File: src/rtl/comp_mag_seq_if.sv
// rtl/comp_mag_seq_if.sv - start/result bundle for the sequential magnitude comparator
interface comp_mag_seq_if #(
  parameter int W = 16
);
  logic         start;
  logic         sgn;
  logic [W-1:0] a;
  logic [W-1:0] b;
  logic         ready;
  logic         done;
  logic         gt;
  logic         eq;
  logic         lt;

  modport master (
    output start, sgn, a, b,
    input  ready, done, gt, eq, lt
  );

  modport slave (
    input  start, sgn, a, b,
    output ready, done, gt, eq, lt
  );
endinterface

File: src/rtl/comp_mag_seq.sv
// rtl/comp_mag_seq.sv - MSB-first digit-serial magnitude comparator with early exit
module comp_mag_seq #(
  parameter int W     = 16,
  parameter int DIGIT = 2
) (
  input  logic           clk,
  input  logic           reset,
  comp_mag_seq_if.slave  bus
);
  localparam int           NDIG     = W / DIGIT;
  localparam int           IW       = (NDIG > 1) ? $clog2(NDIG) : 1;
  localparam logic [IW-1:0] LAST_IDX = IW'(NDIG - 1);
  localparam logic [W-1:0]  MSB_MASK = W'(1) << (W - 1);

  typedef enum logic [1:0] {IDLE, RUN, DONE} state_t;

  state_t          state;
  state_t          next_state;
  logic [W-1:0]    a_r;
  logic [W-1:0]    b_r;
  logic [IW-1:0]   idx;
  logic [DIGIT-1:0] a_dig;
  logic [DIGIT-1:0] b_dig;
  logic            gt_r;
  logic            eq_r;
  logic            lt_r;
  logic            accept;

  assign accept = bus.start && (state == IDLE);
  assign a_dig  = a_r[int'(idx) * DIGIT +: DIGIT];
  assign b_dig  = b_r[int'(idx) * DIGIT +: DIGIT];

  always_ff @(posedge clk or posedge reset) begin
    if (reset) state <= IDLE;
    else       state <= next_state;
  end

  always_comb begin
    next_state = state;
    case (state)
      IDLE: if (bus.start) next_state = RUN;
      RUN:  if ((a_dig != b_dig) || (idx == '0)) next_state = DONE;
      DONE: next_state = IDLE;
      default: next_state = IDLE;
    endcase
  end

  always_comb begin
    bus.ready = 1'b0;
    bus.done  = 1'b0;
    case (state)
      IDLE:    bus.ready = 1'b1;
      DONE:    bus.done  = 1'b1;
      default: ;
    endcase
  end

  // Flipping the MSB maps two's complement onto offset binary, so one unsigned digit compare serves both modes.
  always_ff @(posedge clk or posedge reset) begin
    if (reset) begin
      a_r  <= '0;
      b_r  <= '0;
      idx  <= '0;
      gt_r <= 1'b0;
      eq_r <= 1'b0;
      lt_r <= 1'b0;
    end else if (accept) begin
      a_r  <= bus.a ^ (bus.sgn ? MSB_MASK : '0);
      b_r  <= bus.b ^ (bus.sgn ? MSB_MASK : '0);
      idx  <= LAST_IDX;
      gt_r <= 1'b0;
      eq_r <= 1'b0;
      lt_r <= 1'b0;
    end else if (state == RUN) begin
      if (a_dig > b_dig)      gt_r <= 1'b1;
      else if (a_dig < b_dig) lt_r <= 1'b1;
      else if (idx == '0)     eq_r <= 1'b1;
      else                    idx  <= idx - 1'b1;
    end
  end

  assign bus.gt = gt_r;
  assign bus.eq = eq_r;
  assign bus.lt = lt_r;
endmodule

File: src/flat_wrapper.sv
// flat-port wrapper written by rule: the top's interface ports become plain ports
module comp_mag_seq_flat 
#(
  parameter int W     = 16,
  parameter int DIGIT = 2
)
  (clk, reset, bus_start, bus_sgn, bus_a, bus_b, bus_ready, bus_done, bus_gt, bus_eq, bus_lt);
  comp_mag_seq_if #(.W(W)) bus_i ();
  input  logic clk;
  input  logic reset;
  input wire logic [$bits(bus_i.start)-1:0] bus_start;
  input wire logic [$bits(bus_i.sgn)-1:0] bus_sgn;
  input wire logic [$bits(bus_i.a)-1:0] bus_a;
  input wire logic [$bits(bus_i.b)-1:0] bus_b;
  output wire logic [$bits(bus_i.ready)-1:0] bus_ready;
  output wire logic [$bits(bus_i.done)-1:0] bus_done;
  output wire logic [$bits(bus_i.gt)-1:0] bus_gt;
  output wire logic [$bits(bus_i.eq)-1:0] bus_eq;
  output wire logic [$bits(bus_i.lt)-1:0] bus_lt;
  assign bus_i.start = bus_start;
  assign bus_i.sgn = bus_sgn;
  assign bus_i.a = bus_a;
  assign bus_i.b = bus_b;
  assign bus_ready = bus_i.ready;
  assign bus_done = bus_i.done;
  assign bus_gt = bus_i.gt;
  assign bus_eq = bus_i.eq;
  assign bus_lt = bus_i.lt;
  comp_mag_seq #(.W(W), .DIGIT(DIGIT)) u_core (.clk(clk), .reset(reset), .bus(bus_i));
endmodule
File: config.mk
export PLATFORM = sky130hd
export DESIGN_NAME = comp_mag_seq_flat
export DESIGN_NICKNAME = d
export VERILOG_FILES = /design/src/rtl/comp_mag_seq_if.sv /design/src/rtl/comp_mag_seq.sv /design/src/flat_wrapper.sv
export SDC_FILE = /design/constraint.sdc
export NUM_CORES = 1
export LEC_CHECK = 0
export ABC_AREA = 1
export ABC_CLOCK_PERIOD_IN_PS = 3300
export BUFFER_PORTS_ARGS = -buffer_cell sky130_fd_sc_hd__clkbuf_2
export CAP_MARGIN = 20
export CORE_MARGIN = 2
export CORE_UTILIZATION = 58
export DETAILED_ROUTE_END_ITERATION = 8
export PLACE_DENSITY_LB_ADDON = 0.2
export SLEW_MARGIN = 20
export SYNTH_ARGS = -nofsm -noshare
export SYNTH_HDL_FRONTEND = slang
export SYNTH_SLANG_ARGS = --single-unit
File: constraint.sdc
create_clock -name clk -period 3.3 [get_ports clk]
set_input_delay 0 -clock clk [delete_from_list [all_inputs] [get_ports clk]]
set_output_delay 0 -clock clk [all_outputs]
set_load 0.05 [all_outputs]
==> flow_summary_export.csv <==
group,metric,value,unit
floorplanning,die_y,62.40,um
yosys,yosysTopAreaCell,"dfrtp_1",
floorplanning,start_util,0.5975,
yosys,synthTopCellsByArea,"dfrtp_1 (51%), nand2_1 (20%), o21ai_0 (7.1%)",
drt,drt_drc_violations_left,0,
drt,avgRoutedWirePerCell,12.11,um
setup_path,crit_end,"u_core.bus.eq",
setup_path,path_cells,"inv_2, o21ai_0, o211ai_1, nand2_1, ha_1, nand2_1, nand2_1, nand2_1, nand2_1, nand2_1, nand2_1, nand2_1, nand2_1",
global_routing,grt_overflow,0,
power,pwr-share-seq,0.381,
sta,fin_crit_sh,0.7215,
clock_tree,clockBufferDepth,2,
power,internal-power,1259,uW
power,p_sw,1062,uW
clock_tree,clock_latency,360,ps
sta,relSlewSlack,0.5978,
sta,min_period,2381,ps
power,p_leak,0.001376,uW
setup_path,r2r-end,"u_core.bus.eq",
setup_path,endpoint_kind,"flop",
placed_design,gp_congestion,0.8710,
final_layout,drive_above_1_share,0.1641,
run,drv_cap,0,
global_routing,antenna_found_initial,0,
drt,ant_nets,0,
setup_path,reg2reg_depth,13,
setup_path,max_stage_delay,740,ps
sta,max_clock_freq,420.0,MHz
placed_design,place_area,2166,um2
clock_tree,clock-sinks,40,
drt,drt-pass1-iter-count,4,
final_layout,syn_to_final_growth,31.06,%
setup_path,crit_start,"u_core.idx[0]",
yosys,yosysWarnings,0,
setup_path,path_max_fanout,23,
global_routing,grt_max_degree,41,
setup_path,r2r-start,"u_core.idx[0]",
clock_tree,cts_buffers,5,
drt,initialDrtViolationCount,78,
final_layout,nets,362,
setup_path,worst_path_most_repeated_cell,"nand2_1",
drt,via_count,1845,
setup_path,crit_slowest_cell,"dfrtp_1",
floorplanning,die-area,3894,um2
power,ir_worst_vdd,487.5,uV
placed_design,dp_hpwl,2.683,mm
yosys,ys_types,22,
sta,setup_tns,0,ps
status,status,"finished clean",
floorplanning,num_io_pins,41,
worst_hold_path,hold_class,"input port to flop",
yosys,synth_area_per_cell,7.881,um2
power,clockPowerShare,0.139,
power,p_comb_frac,0.480,
yosys,syn_area,1978,um2
clock_tree,cts_max_level,2,
sta,hold_violations,0,
final_layout,mostFrequentLayoutCells,"nand2_1 (103), clkbuf_2 (40), dfrtp_1 (40)",
final_layout,final_cell_area,2592,um2
setup_path,critical_path_required,3550,ps
final_layout,layout_commonest_cell,"nand2_1",
setup_path,startpoint_type,"flop",
clock_tree,cts_tree,"yes",
setup_path,critPathKind,"flop to flop",
final_layout,final_cells,369,
clock_tree,postCtsSetupBuffers,0,
sta,setup_viol,0,
setup_path,critical_path_arrival,2640,ps
placed_design,dp.cells,326,
sta,fin_skew,15.13,ps
drt,vias_per_cell,5.000,
final_layout,fin_util,0.7831,
yosys,yosysTopAreaCellShare,0.5060,
setup_path,worst-r2r-setup-slack,920,ps
sta,worst_slew_pin_slew,603.4,ps
yosys,ys_seq_elements,40,
floorplanning,coreArea,3311,um2
global_routing,grt_pass1_vias,1844,
clock_tree,cts_root_buffer,"clkbuf_4",
yosys,ys_seq_area_frac,0.5060,
floorplanning,die_x,62.40,um
yosys,synth_fp_nets,291,
global_routing,grtUsageTotal,0.2647,
global_routing,grt_pass1_wl,8.031,mm
power,power_density,895.4,nW/um2
sta,drv_slew,0,
final_layout,fillers,247,
power,swShare,0.4576,
clock_tree,clk_pin_slew,110,ps
drt,finalWirelength,4.468,mm
floorplanning,placementRows,21,
final_layout,antenna_cells,0,
yosys,syn_inst,251,
placed_design,port_buffers,40,
sta,rsz0062_at_grt,"false",
## metrics by stage
| stage | total power, uW | hold slack [ps] | worst slack (ps) |
|---|---|---|---|
| 5_1_grt | 2566 | 163.6 | 586.1 |
| 3_3_place_gp | 1920 | 123.0 | 1054 |
| 4_1_cts | 2316 | 122.6 | 929.5 |
| 3_5_place_dp | 1963 | 125.8 | 953.6 |
| 2_1_floorplan | 1745 | 109.6 | 1432 |
| 6_report | 2321 | 126.3 | 918.9 |
## synthesized netlist by cell type
library cell	count
clkbuf_2	1
nand3_1	4
o22ai_1	1
buf_2	7
nor2_1	14
buf_4	2
o211ai_1	4
o21a_1	1
buf_6	2
ha_1	4
nor2_4	1
nand2_1	103
nand2_4	1
o21ai_1	2
dfrtp_1	40
a21oi_1	8
o31ai_1	1
xnor2_1	3
inv_2	3
inv_1	17
nand4_1	4
o21ai_0	28
## sequential cells by signal (all words and copies together), names as in the netlist
name / cells
u_core.a_r: 16
u_core.bus.eq: 1
u_core.state: 2
u_core.b_r: 16
u_core.bus.lt: 1
u_core.bus.gt: 1
u_core.idx: 3
## layer usage
metal,track usage,share of wire
met5,0,0
met1,0.3150,0.41
met3,0.07207,0.058
met2,0.4543,0.51
met4,0.1083,0.023
## worst min-delay path by stage
| stage | start | endpoint | slack [ps] | cells after the start |
|---|---|---|---|---|
| 2_1_floorplan | bus_a[0] | u_core.a_r[0] | 110 | 2 |
| 3_3_place_gp | reset | u_core.a_r[8] | 120 | 3 |
| 3_5_place_dp | reset | u_core.a_r[8] | 130 | 3 |
| 4_1_cts | bus_start | u_core.idx[1] | 120 | 3 |
| 5_1_grt | bus_start | u_core.idx[2] | 160 | 3 |
| 6_report | bus_start | u_core.idx[1] | 130 | 3 |
## power by group through the flow
| stage | clock network, uW | logic [uW] | registers, uW |
|---|---|---|---|
| floorplan | 0 | 871 | 874 |
| global placement | 0 | 1030 | 888 |
| detailed placement | 0 | 1070 | 891 |
| CTS | 324 | 1110 | 882 |
| global route | 348 | 1300 | 915 |
| finish | 322 | 1120 | 884 |
## logic make-up after synthesis
kind of cell | count (synthesis) | synth area share
DFF | 40 | 0.5060
and+or+nand+nor | 127 | 0.2562
adders and majority gates | 4 | 0.02530
xor gates and xnor gates | 3 | 0.01329
buffers and inverters | 32 | 0.07716
AOI/OAI and AO/OA | 45 | 0.1221
## final cells by class
type                       instances  area (um2)  area share
tap                               46       57.56     0.02220
sequential                        40        1001      0.3861
multi-input combinational        179       824.5      0.3180
timing repair buffer              76       558.0      0.2153
inverter                          20       75.07     0.02896
clock buffer                       6       41.29     0.01593
clock inverter                     2       35.03     0.01351
## critical path, delay by kind of cell, from the launching register on
kind	cells	cell delay [ps]
DFF	1	740
adders and majority gates	1	250
and+or+nand+nor	9	720
AOI/OAI and AO/OA	2	320
buffers and inverters	1	240
## repair_timing
action / CTS / global route
gates resized for setup: 0 / 0
endpoints found under the hold margin: 72 / 0
hold buffers: 35 / 0
No activity file was read; power rests on OpenSTA's default activity.
